==> src/rtl/mem_port_arbiter_pkg.sv <==
// Shared encodings for the memory port arbiter and its timer.
package mem_port_arbiter_pkg;

    typedef enum logic [1:0] {
        ST_IDLE    = 2'd0,
        ST_GRANT_I = 2'd1,
        ST_GRANT_D = 2'd2
    } arb_state_e;

    localparam logic [2:0] COP_RD = 3'b000;
    localparam logic [2:0] COP_WR = 3'b001;

    localparam logic [2:0] SIZE_B = 3'b000;
    localparam logic [2:0] SIZE_H = 3'b001;
    localparam logic [2:0] SIZE_W = 3'b010;

    localparam logic [31:0] DEF_TIMEOUT_RDATA = 32'hDEAD_BEEF;

endpackage

==> src/rtl/mem_arb_timer.sv <==
// Per-transaction wait counter; expire_o flags the last allowed cycle (LIMIT=0 never expires).
module mem_arb_timer #(
    parameter int unsigned LIMIT = 64
) (
    input  logic clk,
    input  logic rst_n,
    input  logic run_i,
    input  logic clear_i,
    output logic expire_o
);

    logic [7:0] cnt_q, cnt_d;

    always_comb begin
        cnt_d = cnt_q;
        if (clear_i) begin
            cnt_d = '0;
        end else if (run_i) begin
            cnt_d = cnt_q + 8'd1;
        end
    end

    always_ff @(posedge clk) begin
        if (!rst_n) begin
            cnt_q <= '0;
        end else begin
            cnt_q <= cnt_d;
        end
    end

    always_comb begin
        expire_o = 1'b0;
        if (LIMIT != 0) begin
            expire_o = run_i && (cnt_q == 8'(LIMIT - 1));
        end
    end

endmodule

==> src/rtl/mem_port_arbiter.sv <==
// Shares one memory port between instruction and data requesters: data priority,
// bounded data streak while a fetch waits, grant held to completion, ack timeout.
module mem_port_arbiter
    import mem_port_arbiter_pkg::*;
#(
    parameter int unsigned        ADDR_W        = 32,
    parameter int unsigned        MAX_D_STREAK  = 4,
    parameter int unsigned        TIMEOUT       = 64,
    parameter logic [2:0]         I_SIZE        = SIZE_W,
    parameter logic [ADDR_W-1:0]  TIMEOUT_RDATA = ADDR_W'(DEF_TIMEOUT_RDATA)
) (
    input  logic              clk,
    input  logic              rst_n,
    input  logic              i_req_val,
    input  logic [ADDR_W-1:0] i_req_addr,
    output logic              i_req_ack,
    output logic [ADDR_W-1:0] i_ack_rdata,
    input  logic              d_req_val,
    input  logic [ADDR_W-1:0] d_req_addr,
    input  logic [2:0]        d_req_cop,
    input  logic [ADDR_W-1:0] d_req_wdata,
    input  logic [2:0]        d_req_size,
    output logic              d_req_ack,
    output logic [ADDR_W-1:0] d_ack_rdata,
    output logic              m_req_val,
    output logic [ADDR_W-1:0] m_req_addr,
    output logic [2:0]        m_req_cop,
    output logic [ADDR_W-1:0] m_req_wdata,
    output logic [2:0]        m_req_size,
    input  logic              m_req_ack,
    input  logic [ADDR_W-1:0] m_ack_rdata,
    output logic              err_timeout
);

    arb_state_e        state_q;
    logic [3:0]        streak_q;
    logic              err_q;
    logic              granted;
    logic              expire;
    logic              done;
    logic [ADDR_W-1:0] ack_data;

    assign granted = (state_q != ST_IDLE);
    assign done    = granted && (m_req_ack || expire);

    mem_arb_timer #(
        .LIMIT (TIMEOUT)
    ) u_timer (
        .clk      (clk),
        .rst_n    (rst_n),
        .run_i    (granted),
        .clear_i  (done),
        .expire_o (expire)
    );

    always_ff @(posedge clk) begin
        if (!rst_n) begin
            state_q  <= ST_IDLE;
            streak_q <= '0;
            err_q    <= 1'b0;
        end else begin
            case (state_q)
                ST_IDLE: begin
                    if (d_req_val && (!i_req_val || streak_q < 4'(MAX_D_STREAK))) begin
                        state_q <= ST_GRANT_D;
                        if (!i_req_val) begin
                            streak_q <= '0;
                        end else if (streak_q < 4'(MAX_D_STREAK)) begin
                            streak_q <= streak_q + 4'd1;
                        end
                    end else if (i_req_val) begin
                        state_q  <= ST_GRANT_I;
                        streak_q <= '0;
                    end
                end
                ST_GRANT_I, ST_GRANT_D: begin
                    if (m_req_ack) begin
                        state_q <= ST_IDLE;
                    end else if (expire) begin
                        state_q <= ST_IDLE;
                        err_q   <= 1'b1;
                    end
                end
                default: state_q <= ST_IDLE;
            endcase
        end
    end

    // A real ack on the expiry cycle takes precedence over the timeout data.
    assign ack_data = m_req_ack ? m_ack_rdata : TIMEOUT_RDATA;

    always_comb begin
        m_req_val   = granted;
        m_req_addr  = '0;
        m_req_cop   = COP_RD;
        m_req_wdata = '0;
        m_req_size  = '0;
        i_req_ack   = 1'b0;
        i_ack_rdata = '0;
        d_req_ack   = 1'b0;
        d_ack_rdata = '0;
        if (state_q == ST_GRANT_I) begin
            m_req_addr = i_req_addr;
            m_req_size = I_SIZE;
            if (done) begin
                i_req_ack   = 1'b1;
                i_ack_rdata = ack_data;
            end
        end else if (state_q == ST_GRANT_D) begin
            m_req_addr  = d_req_addr;
            m_req_cop   = d_req_cop;
            m_req_wdata = d_req_wdata;
            m_req_size  = d_req_size;
            if (done) begin
                d_req_ack   = 1'b1;
                d_ack_rdata = ack_data;
            end
        end
    end

    assign err_timeout = err_q;

endmodule

==> config.mk <==
export PLATFORM = sky130hd
export DESIGN_NAME = mem_port_arbiter
export DESIGN_NICKNAME = d
export VERILOG_FILES = /design/src/rtl/mem_port_arbiter_pkg.sv /design/src/rtl/mem_arb_timer.sv /design/src/rtl/mem_port_arbiter.sv
export SDC_FILE = /design/constraint.sdc
export NUM_CORES = 1
export LEC_CHECK = 0
export BUFFER_PORTS_ARGS = -buffer_cell sky130_fd_sc_hd__buf_2
export CAP_MARGIN = 20
export CELL_PAD_IN_SITES_DETAIL_PLACEMENT = 1
export CELL_PAD_IN_SITES_GLOBAL_PLACEMENT = 2
export CORE_MARGIN = 4
export CORE_UTILIZATION = 11
export CTS_CLUSTER_SIZE = 24
export DETAILED_ROUTE_END_ITERATION = 12
export GPL_TIMING_DRIVEN = 0
export HOLD_SLACK_MARGIN = 0.03
export MAX_ROUTING_LAYER = met4
export PLACE_DENSITY = 0.91
export REMOVE_ABC_BUFFERS = 1
export SYNTH_ARGS = -nofsm -noshare
export SYNTH_HDL_FRONTEND = slang
export SYNTH_SLANG_ARGS = --single-unit
export TNS_END_PERCENT = 5
==> constraint.sdc <==
create_clock -name clk -period 1.9 [get_ports clk]
set_clock_uncertainty 0.05 [all_clocks]
set_input_delay 0.38 -clock clk [delete_from_list [all_inputs] [get_ports clk]]
set_output_delay 0.38 -clock clk [all_outputs]
set_load 0.005 [all_outputs]
Yosys cells after proc, flatten, opt, wreduce, memory -nomap -nowiden:

Cells that the tools add are included.
Widths: inputs -> output; s select.

* $add $sub $neg: 2
* magnitude comparators: 1
* eq/ne operators: 6
* multiplexer cells: 26
* bitwise logic cells: 2
* reductions and logical operators: 14

Operators by type and width (count)
* $mux 32: 9
* $mux 4: 4
* $mux 3: 4
* $add 8x1->8 const B: 1
* $eq 8x6->1 const B: 1
* $mux 2: 4
* $ne 3x3->1 const B: 2
* $reduce_and 3->1: 2
* $add 4x1->4 const B: 1
* $lt 4x3->1 const B: 1
* $mux 1: 4
* $pmux 2 s2: 1
* $reduce_bool 2->1: 2
* $reduce_or 2->1: 2
* $logic_and 1x1->1: 3
* $ne 3x2->1 const B: 1
* $eq 2x1->1 const B: 1
* $eq 2x2->1 const B: 1
* $logic_not 2->1: 1
* $logic_or 1x1->1: 2
* $not 1->1: 2
* $reduce_and 2->1: 1
* $logic_not 1->1: 1

* flip-flop bits (word level): 15
* input port bits: 139
* output and inout port bits: 138
* logic and storage cells: 55

Longest topological paths before layout:

* depth after elaboration: 7
* mapped depth: 7
* depth with buffers taken out: 6

By module:

From an unflattened synthesis, not the netlist that was laid out.

* cell total of the unflattened synthesis: 278
* area, all modules: 1918.1 um2

Modules (own cells, without submodules)
* mem_port_arbiter: times used 1, cells each 239, area an instance 1566.5 um2, seq. area each 140.1 um2
* mem_arb_timer: times used 1, cells each 39, area an instance 351.6 um2, seq. area each 160.2 um2

Worst setup path after synthesis:

No wires, ideal clock.

* kind: reg2out
* from: register state_q[0]
* to: output port i_ack_rdata[10]
* arrival: 1.443 ns
* required time: 1.470 ns
* setup slack: 0.027 ns
* cell stages (with the launch flop): 8
* buffers on the path: 1
* cell sequence: dfxtp_1 > inv_1 > ha_1 > and4b_4 > a21o_4 > nand3_4 > buf_6 > nor2_2

* cells in the longest elaborated chain, start to end: 6

RTL lines
* start: declaration: line mem_port_arbiter.sv:35 `arb_state_e state_q;`
* start signal: assignment: line mem_port_arbiter.sv:58 `state_q <= ST_IDLE;`
* start signal: assignment: line mem_port_arbiter.sv:65 `state_q <= ST_GRANT_D;`
* start signal: assignment: line mem_port_arbiter.sv:72 `state_q <= ST_GRANT_I;`
* $reduce_bool 2->1: line mem_port_arbiter.sv:43 `assign granted = (state_q != ST_IDLE);`
* $logic_and 1x1->1: line mem_arb_timer.sv:34 `expire_o = run_i && (cnt_q == 8'(LIMIT - 1));`
* $logic_or 1x1->1: line mem_port_arbiter.sv:44 `assign done = granted && (m_req_ack || expire);`
* $logic_and 1x1->1: line mem_port_arbiter.sv:44
* $mux 32: line mem_port_arbiter.sv:105 `if (done) begin`
* $mux 32 *: line mem_port_arbiter.sv:102 `if (state_q == ST_GRANT_I) begin`
* end: declaration: line mem_port_arbiter.sv:17 `output logic [ADDR_W-1:0] i_ack_rdata,`

Every way passes the cells marked *; elsewhere a longest branch is shown, timed or not.

Worst setup path after layout:

* from: register state_q[0]
* to: output port i_ack_rdata[4]

The elaborated chain is that of the path after synthesis.

==> results by group <==
Placed design
  • Placer Congestion: roughly 0.75
  • Worst slack at placement: -1.33 ns
  • HPWL Detailed: between 8000 and 9000 microns
  • Number of buffers added on ports: 276
  • Placed Cells: 814

Routing
  • Number of routed nets with antenna violations: 0
  • DR iter-0 viols: 47
  • Routed vias/inst: 3.98
  • # DRC: 0
  • Avg WL per Cell: approximately 14 microns
  • Final wirelength: between 10000 and 15000 microns
  • 1st-pass router iterations: 4
  • Vias: approximately 3400

CTS
  • CTS clk-pin slew, worst paths: 0.05 ns
  • Clk_lat worst skew: 0.25 ns
  • Clock Tree Root: clkbuf_16
  • Clk sink count: 15
  • CTS max path bufs: 2
  • H-tree Lvls: 1
  • Post-CTS Hold Buffers: 0
  • CTS buffer count: 3
  • TritonCTS clock tree: yes

Yosys
  • Mapped Cells: 337
  • Seq/Total Area, Yosys: 15.4%
  • Yosys reg bits: 15
  • Syn avg cell area: roughly 5.8 sq um
  • Yosys warns: 0
  • Post-synth EDFFs: 0
  • Cell area after synthesis: between 1500 and 2000 sq um
  • Top_reg_cell synth: dfxtp_1
  • Post-synth ARST share: 0%
  • Post-synth cell types: 38

Layout
  • Layout Cells excl Fill: between 800 and 900
  • Fill cells: around 2300
  • Final nets: between 700 and 800
  • Synthesis-to-finish area growth: 109%
  • Multi-input gate area: around 1800 sq um
  • Layout cell share with drive strength beyond 1: between 50% and 60%
  • Sequential Area: around 310 sq um

Timing
  • Max-slew violations: 0
  • Final hold viol count: 0
  • WHS: about 0.42 ns
  • Tmin final: between 2 and 2.5 ns
  • RSZ-0062 raised after global routing: true
  • Final-report setup violation count: roughly 120
  • Worst slew margin: roughly two thirds
  • Fin crit share: 122%
  • Worst Tran Pin Value: around 0.47 ns
  • Setup TNS: -31.24 ns
  • Fmax achieved: between 0.4 and 0.5 GHz
  • Post-route setup slack: -0.425 ns

Die
  • Core Region: between 15000 and 20000 sq um
  • Die span in y: 141 microns
  • Initial Utilization: 11.3%
  • Die width: between 100 and 150 microns
  • Top Ports: about 280
  • Die ar.: 20000 sq um
  • Row cnt: 48

Global routing
  • Initial antenna violation count: 1
  • M1 GR Usage: between 10% and 20%
  • First-pass GRT wire length: about 18000 microns
  • Global route hottest layer: met2
  • Via count of the first global-routing pass: roughly 3600
  • GR Util met2: about a fifth
  • Routing usage on met3: ~2.4%
  • Overall routing resource usage: 11.5%
  • Largest net degree at the start of global routing: 54
  • Total gr overflow: 0

Setup path
  • CP Class: flip-flop to output port
  • Arr. time, crit path: approximately 1.9 ns
  • Critical path peak fanout: 8
  • Critical path capture point type: output port
  • CP Data Required Time: ~1.5 ns
  • Startpoint Class: flip-flop

Job
  • Max Cap Viol: 0

Min path
  • Hold/Removal Path Class: primary input to flip-flop

Power and ir drop
  • Pwr/cell area: ~380 nW/um^2
  • Max IR drop VDD: between 200 and 250 uV
  • Total power: between 1.5 and 2 mW
  • P_leak: 2.25 nW

Run status
  • Status: finished, violations left
  • Failing checks: setup timing
layer usage:
layer	vias up	share of wire [%]
li1	1652	-
met2	194	51
met5	-	0
met1	1497	38
met3	14	9.1
met4	0	1.6
cells in the mapped netlist, types with 2 or more instances:
master    number  area (sq um)
nor2_1        89           334
nand2_1       75           282
and2_1        38           238
o21ai_0       33           165
dfxtp_1       15           300
clkbuf_1      14          52.6
nor2_2        10          62.6
buf_6          6          67.6
ha_1           5          62.6
inv_1          5          18.8
buf_2          4          20.0
nor2b_1        4          25.0
xnor2_1        4          35.0
a21oi_1        3          15.0
xor2_1         3          26.3
a22oi_1        2          15.0
and3_1         2          12.5
and4_1         2          17.5
mux2i_1        2          20.0
nand3_4        2          35.0
nand4_1        2          12.5
critical path, cell delays in order (launching register included):
cell and delay [ns]:
dfxtp_4 0.36, inv_4 0.04, ha_4 0.16, and4b_4 0.36, a21o_4 0.21, nand3_4 0.11, clkbuf_16 0.21, nor2_2 0.07
buf_2 0.11
cells by family after synthesis:
| family | count (synthesis) | synth area share [%] |
|---|---|---|
| xor+xnor | 7 | 3.14 |
| fa+ha+maj | 5 | 3.20 |
| compound gates | 46 | 13.7 |
| flops | 15 | 15.4 |
| simple gates | 230 | 54.8 |
| mux | 2 | 1.02 |
| buf+inv | 32 | 8.76 |
per-stage QoR:
step / instance area, sq um / utilization [%]
5_1_grt: 4090 / 23.5
2_1_floorplan: 1810 / -
4_1_cts: 3900 / 22.4
6_report: 4090 / 23.5
3_3_place_gp: 3470 / 20.0
3_5_place_dp: 3510 / 20.2
power by group:
group          internal [mW]  total (mW)  switching [mW]
Sequential             0.327       0.338          0.0105
Clock                  0.284       0.414           0.130
Combinational          0.392       0.812           0.419
registers in the layout, indices dropped and copies added (netlist names):
register	count
u_timer.cnt_q	8
streak_q	4
state_q	2
err_timeout	1
layout make-up:
type / instances / area share [%]
diodes: 1 / 0.0613
clock buffers: 4 / 1.93
inverters: 6 / 0.766
multi-input cells: 300 / 43.3
flip-flops and latches: 15 / 7.50
well taps: 225 / 6.89
repair buffers: 293 / 39.6
path summary, 6_finish.rpt:
kind	endpoint	slack (ns)	from	cells past startpoint
worst min-delay path	state_q[1]	0.42	d_req_val	3
worst max-delay path	i_ack_rdata[4]	-0.43	state_q[0]	8
worst min register to register	streak_q[3]	0.45	streak_q[3]	1
worst max register to register	u_timer.cnt_q[7]	0.15	state_q[0]	8
layout by cell type (no fill, tap or decap), types with 4 or more instances in the layout:
| master | count |
|---|---|
| xnor2_1 | 4 |
| nor2_4 | 5 |
| nor2_1 | 73 |
| and2_1 | 35 |
| dfxtp_1 | 12 |
| buf_4 | 9 |
| o21ai_1 | 22 |
| buf_12 | 4 |
| o21ai_0 | 5 |
| buf_6 | 6 |
| nor2_2 | 21 |
| buf_2 | 272 |
| o21ai_2 | 7 |
| clkbuf_16 | 4 |
| nand3_4 | 7 |
| nor2b_1 | 4 |
| nand2_1 | 75 |
what timing repair did:
item / 4_1_cts / 5_1_grt
pin swaps: 43 / 24
endpoints found under the hold margin: 0 / 0
setup endpoints to repair: 142 / 134
buffers inserted: 7 / 7
cloned: 10 / 1
resized for setup: 45 / 51
Power figures use the tool's default switching activity.
